File: config.mk
export PLATFORM = sky130hd
export DESIGN_NAME = updown_rate_counter_flat
export DESIGN_NICKNAME = d
export VERILOG_FILES = /design/src/rtl/updown_rate_counter_if.sv /design/src/rtl/updown_rate_counter.sv /design/src/flat_wrapper.sv
export SDC_FILE = /design/constraint.sdc
export NUM_CORES = 1
export LEC_CHECK = 0
export CAP_MARGIN = 20
export CORE_UTILIZATION = 60
export CTS_BUF_LIST = sky130_fd_sc_hd__clkbuf_4
export CTS_CLUSTER_DIAMETER = 150
export CTS_CLUSTER_SIZE = 24
export DETAILED_ROUTE_END_ITERATION = 10
export PLACE_DENSITY = 0.86
export SYNTH_ARGS = -nofsm -noshare
export SYNTH_HDL_FRONTEND = slang
export SYNTH_SLANG_ARGS = --single-unit
File: constraint.sdc
create_clock -name clk -period 2.4 [get_ports clk]
set_input_delay 0.48 -clock clk [delete_from_list [all_inputs] [get_ports clk]]
set_output_delay 0.48 -clock clk [all_outputs]
set_load 0.01 [all_outputs]
File: src/rtl/updown_rate_counter_if.sv
// updown_rate_counter_if: button inputs and count/mode/step outputs of updown_rate_counter
interface updown_rate_counter_if #(parameter int WIDTH = 4);
    logic [3:0]       buttons;
    logic [WIDTH-1:0] count;
    logic [1:0]       mode;
    logic             step;
    modport master (output buttons, input count, mode, step);
    modport slave  (input buttons, output count, mode, step);
endinterface

File: src/rtl/updown_rate_counter.sv
// updown_rate_counter: button-driven up/down counter with auto-step modes; COUNTER_SATURATE_EN selects saturation over wrap
module updown_rate_counter #(
    parameter int WIDTH             = 4,
    parameter int CYCLES_PER_SECOND = 125_000_000,
    parameter int STEPS_PER_SECOND  = 1
) (
    input  logic                  clk,
    input  logic                  rst_n,
    updown_rate_counter_if.slave  bus
);
    localparam int CPS = CYCLES_PER_SECOND / STEPS_PER_SECOND;
    localparam int PW  = CPS > 1 ? $clog2(CPS) : 1;
    localparam logic [PW-1:0] PRE_LAST = PW'(CPS - 1);
    typedef enum logic [1:0] {MANUAL = 2'b00, AUTO_UP = 2'b01, AUTO_DOWN = 2'b10} mode_e;
    logic [WIDTH-1:0] count_q, count_d, up, dn;
    mode_e            mode_q, mode_d;
    logic [PW-1:0]    pre_q, pre_d;
    logic             step_q, step_d, last;
    logic [3:0]       btn_q, btn_edge;
`ifdef COUNTER_SATURATE_EN
    assign up = &count_q ? count_q : count_q + WIDTH'(1);
    assign dn = ~|count_q ? count_q : count_q - WIDTH'(1);
`else
    assign up = count_q + WIDTH'(1);
    assign dn = count_q - WIDTH'(1);
`endif
    assign btn_edge = bus.buttons & ~btn_q;
    assign last     = pre_q == PRE_LAST;
    always_comb begin
        count_d = count_q;
        mode_d  = mode_q;
        pre_d   = '0;
        step_d  = 1'b0;
        if (btn_edge[3])
            count_d = '0;
        else if (btn_edge[2])
            mode_d = mode_q == MANUAL ? AUTO_UP : mode_q == AUTO_UP ? AUTO_DOWN : MANUAL;
        else if (mode_q == MANUAL)
            count_d = btn_edge[0] & ~btn_edge[1] ? up : btn_edge[1] & ~btn_edge[0] ? dn : count_q;
        else begin
            pre_d   = last ? '0 : pre_q + PW'(1);
            count_d = last ? (mode_q == AUTO_UP ? up : dn) : count_q;
            // a saturated step leaves count unchanged and so raises no pulse
            step_d  = last && count_d != count_q;
        end
    end
    always_ff @(posedge clk) begin
        if (!rst_n) begin
            count_q <= '0;
            mode_q  <= MANUAL;
            pre_q   <= '0;
            step_q  <= 1'b0;
            btn_q   <= bus.buttons;
        end else begin
            count_q <= count_d;
            mode_q  <= mode_d;
            pre_q   <= pre_d;
            step_q  <= step_d;
            btn_q   <= bus.buttons;
        end
    end
    assign bus.count = count_q;
    assign bus.mode  = mode_q;
    assign bus.step  = step_q;
endmodule
File: src/flat_wrapper.sv
// flat-port wrapper written by rule: the top's interface ports become plain ports
module updown_rate_counter_flat 
#(
    parameter int WIDTH             = 4,
    parameter int CYCLES_PER_SECOND = 125_000_000,
    parameter int STEPS_PER_SECOND  = 1
)
  (clk, rst_n, bus_buttons, bus_count, bus_mode, bus_step);
  updown_rate_counter_if #(.WIDTH(WIDTH)) bus_i ();
  input  logic clk;
  input  logic rst_n;
  input wire logic [$bits(bus_i.buttons)-1:0] bus_buttons;
  output wire logic [$bits(bus_i.count)-1:0] bus_count;
  output wire logic [$bits(bus_i.mode)-1:0] bus_mode;
  output wire logic [$bits(bus_i.step)-1:0] bus_step;
  assign bus_i.buttons = bus_buttons;
  assign bus_count = bus_i.count;
  assign bus_mode = bus_i.mode;
  assign bus_step = bus_i.step;
  updown_rate_counter #(.WIDTH(WIDTH), .CYCLES_PER_SECOND(CYCLES_PER_SECOND), .STEPS_PER_SECOND(STEPS_PER_SECOND)) u_core (.clk(clk), .rst_n(rst_n), .bus(bus_i));
endmodule
Word level (Yosys, flattened, before mapping)
Index checks and enable logic that the tools add are counted.
Widths: inputs -> output; s select.

word-level totals
  register bits after elaboration = 38
  bits of input ports = 6
  output and inout bits = 7
  logic and storage cells = 35

cells by class
  add/subtract/negate cells = 3
  equal/unequal tests = 4
  multiplexer cells = 7
  bitwise gates (word level) = 9
  reduce and logical (&&, ||, !) cells = 7

operator list
  operator               number
  $add 27x1->27 const B  1
  $eq 27x27->1 const B   1
  $mux 4                 5
  $not 1->1              5
  $reduce_or 5->1        1
  $add 4x1->4 const B    1
  $and 4x4->4            1
  $mux 2                 2
  $ne 4x4->1             1
  $not 4->4              1
  $reduce_and 2->1       2
  $reduce_or 4->1        1
  $sub 4x1->4 const B    1
  $ne 3x3->1 const B     1
  $and 1x1->1            2
  $eq 2x1->1 const B     1
  $logic_not 2->1        1
  $reduce_or 2->1        1
  $logic_and 1x1->1      1

Longest topological paths before layout
  depth in word-level cells = 7
  depth in mapped cells = 8
  depth with buffers taken out = 7

Least setup slack after synthesis
OpenSTA, ideal clock, no wires.

  path kind = register to register
  start = register u_core.pre_q[0]
  end = register u_core.pre_q[15]
  setup time = 64 ps
  arrival = 1717 ps
  data required time = 2336 ps
  setup slack = 620 ps
  stages on the path, launching flop included = 9
  path buffers = 2
  clock period less this slack = 1780 ps
  cells stage by stage = dfxtp_1 -> ha_1 -> and4_1 -> nand2_1 -> nor3_2 -> or4_1 -> buf_2 -> buf_6 -> nor2_1

on the way
  longest elaborated chain between the ends = 2
  elaborated cells on any way between the ends = 3
  those cells by class = 1 x add/sub; 1 x eq/ne; 1 x reduce/logical

ends and longest elaborated chain
  item                                                                   RTL line                   RTL
  start, declared                                                        updown_rate_counter.sv:17  logic [PW-1:0] pre_q, pre_d;
  start signal, assigned                                                 updown_rate_counter.sv:57  pre_q <= pre_d;
  parallel branches: the longest is 2 deep, another holds $add 27x1->27  --

Parallel ways; which one is timed is not known.
A chain may end at the register's enable or synchronous reset.

Worst setup path after layout
  start = register u_core.mode_q[1], in the netlist u_core.bus.mode[1]
  end = output bus_mode[1]

RTL lines
  item                    RTL line                   RTL
  start, declared         updown_rate_counter.sv:16  mode_e mode_q, mode_d;
  start signal, assigned  updown_rate_counter.sv:56  mode_q <= mode_d;
  end, declared           flat_wrapper.sv:14         output wire logic [$bits(bus_i.mode)-1:0] bus_mode;

No word-level cell between the ends.

==> flow_summary.toml <==
[status]
outcome = "complete, no violations"

[sta]
period_needed_ns = 2.03
rsz0062_at_grt = "no"
slew-limit-headroom_pct = 61.4
finalSetupViolations = 0
drv_slew = 0
finalCritPeriodShare_pct = 84.5
skew_ns = 0.00700
worst_slack_ns = 0.372
tightest_slew_ns = 0.575
finalHoldViolCount = 0
tns_ns = 0
fmax_mhz = 493

[placement]
dpl_cell_area_sq_um = 2040
hpwl_microns = 2650
place.gp.congestion = 0.805
dp_slack_ns = 0.124
port_buffers = 12

[final_layout]
area_delta_synth_final_pct = 10.9
fillers = 206
num_antenna_cells = 0
drive_above_1_share_pct = 8.07
mostFrequentLayoutCells = "dfxtp_1, nor2_1, xor2_1"
register_area_sq_um = 761
final_nets = 232
layout_commonest_cell = "dfxtp_1"
multiInputGateArea_sq_um = 1080
finalInstanceArea_sq_um = 2090

[power]
p_per_area_nw_per_um2 = 531
swShare_pct = 25.3
peakVddDrop_mv = 0.413
combPwrFrac_pct = 11.6
pwr-share-seq_pct = 60.1
p_sw_mw = 0.281
p_clk_share_pct = 28.3
p_total_mw = 1.11
intPower_mw = 0.831
p_leak_nw = 0.719

[grt]
grt_max_degree = 28
grt.overflow.total = 0
grt_pass1_vias = 1455
antenna_found_initial = 0
grt_pass1_wl_microns = 6110
grt.total_usage_pct = 23.3

[yosys]
synth-edff-count = 0
syn-cell-area_sq_um = 1890
ys_ff_latch = 38
synthCells = 206
seq_area_frac_synth_pct = 40.3
synth_cell_types = 45
syn_area_per_cell_sq_um = 9.17
synth_nets = 216
synth_async_sr_flop_share_pct = 0
synth_flop_cell = "dfxtp_1"
yosys_warnings = 0

[worst_setup_path]
crit_buf_inv = 1
crit_fanout = 13
arrival_ns = 1.55
cp-start-kind = "flop"
path_class = "reg2out"
critPathRequiredTime_ns = 1.92
cpPeakStageDelay_ns = 0.62
cp_top_family = "buffers and inverters"
worst_path_max_delay_cell = "clkdlybuf4s50_1"
crit_chain = "clkdlybuf4s50_1"
end_kind = "output pin"

[clocking]
cts_hold_buf = 0
cts_resized = 0
clock_latency_ns = 0.33
htreeDepth = 2
postCtsSetupBuffers = 0
clock-sinks = 38
cts_made_buffers = 5
cts_buffer_depth = 2
root_buffer = "clkbuf_4"
cts_tree = "done"
clkTransAtPathRegs_ns = 0.11

[detailed_routing]
dr.pass1.iters = 4
vias_per_cell = 5.91
routedWlPerCell_microns = 13.4
ant_nets = 0
dr_total_vias = 1565
drtIter0Drc = 83
drt-total-wl_microns = 3560
drc = 0

[floorplan]
dieArea_sq_um = 3380
start_util_pct = 65.7
die_w_microns = 58.1
die_y_microns = 58.1
ios = 13
core_sq_um = 2880
row_count = 19

[min_path]
hold_path.class = "reg2reg"

[run]
maxCapViolations = 0
==> per-stage QoR <==
step	hold slack, ns	util [%]	cells
after floorplan	0.430	-	206
after global placement	0.439	70.9	257
after detailed placement	0.452	70.9	257
after CTS	0.480	72.8	265
after global routing	0.517	72.8	265
final	0.476	72.8	265
==> final cells by class <==
| class | count | share of cell area [%] |
|---|---|---|
| flip-flops and latches | 38 | 36.3 |
| inverters | 4 | 0.717 |
| clock buffers | 6 | 2.15 |
| multi-input cells | 159 | 51.4 |
| repair buffers | 14 | 6.45 |
| clock inverters | 2 | 0.418 |
| well taps | 42 | 2.51 |
==> state kept, by name (all words and copies together), names as in the netlist <==
name and count:
u_core.pre_q 27, u_core.bus.step 1, u_core.bus.mode 2, u_core.btn_q 4, u_core.bus.count 4
==> per-layer routing <==
metal	vias to the layer above	share of wire (%)	global-route usage [%]
li1	766	-	-
met1	738	43	27.1
met2	52	50	41.1
met3	9	5.5	6.25
met4	0	1.3	8.50
met5	-	0	0
==> worst paths after layout <==
| check | depth (start not counted) | slack [ns] | from | to |
|---|---|---|---|---|
| worst max-delay path | 1 | 0.37 | u_core.bus.mode[1] | bus_mode[1] |
| worst min-delay path | 1 | 0.48 | u_core.pre_q[0] | u_core.pre_q[0] |
| worst max register to register | 7 | 0.46 | u_core.pre_q[0] | u_core.pre_q[7] |
| worst min register to register | 1 | 0.48 | u_core.pre_q[0] | u_core.pre_q[0] |
==> synthesized netlist by cell type, types with 2 or more instances <==
library cell  count  area, sq um
xnor2_1           4         35.0
xor2_1           21          184
o21ai_0           2         10.0
nand4_1          12         75.1
a21oi_1           4         20.0
nand3_2           3         30.0
nand2b_1          3         18.8
nor3b_1           2         15.0
and4_1            4         35.0
nor2b_1           5         31.3
nand2_1          15         56.3
o32ai_1           2         17.5
buf_6             2         22.5
ha_1              4         50.1
inv_1             4         15.0
mux2i_1           4         40.0
nand3_1           7         35.0
nor4b_1           2         17.5
and3_1            3         18.8
nor2_1           34          128
nor4_4            2         42.5
and2_1            5         31.3
a211o_1           2         17.5
buf_2             2         10.0
dfxtp_1          38          761
==> kinds of logic after synthesis <==
| kind of cell | Yosys count | synth area share [%] |
|---|---|---|
| and+or+nand+nor | 105 | 32.1 |
| DFF | 38 | 40.3 |
| xor gates and xnor gates | 25 | 11.6 |
| AOI/OAI and AO/OA | 20 | 7.95 |
| buffers and inverters | 9 | 2.71 |
| muxes | 5 | 2.72 |
| adders and majority gates | 4 | 2.65 |
==> power groups by stage <==
stage,Clock [mW],Combinational (mW),Sequential [mW]
final,0.315,0.129,0.668
after global routing,0.353,0.141,0.670
after CTS,0.325,0.129,0.667
after detailed placement,0,0.128,0.681
after global placement,0,0.124,0.680
after floorplan,0,0.0799,0.679
Note: power is estimated with default switching activity, not from simulation.
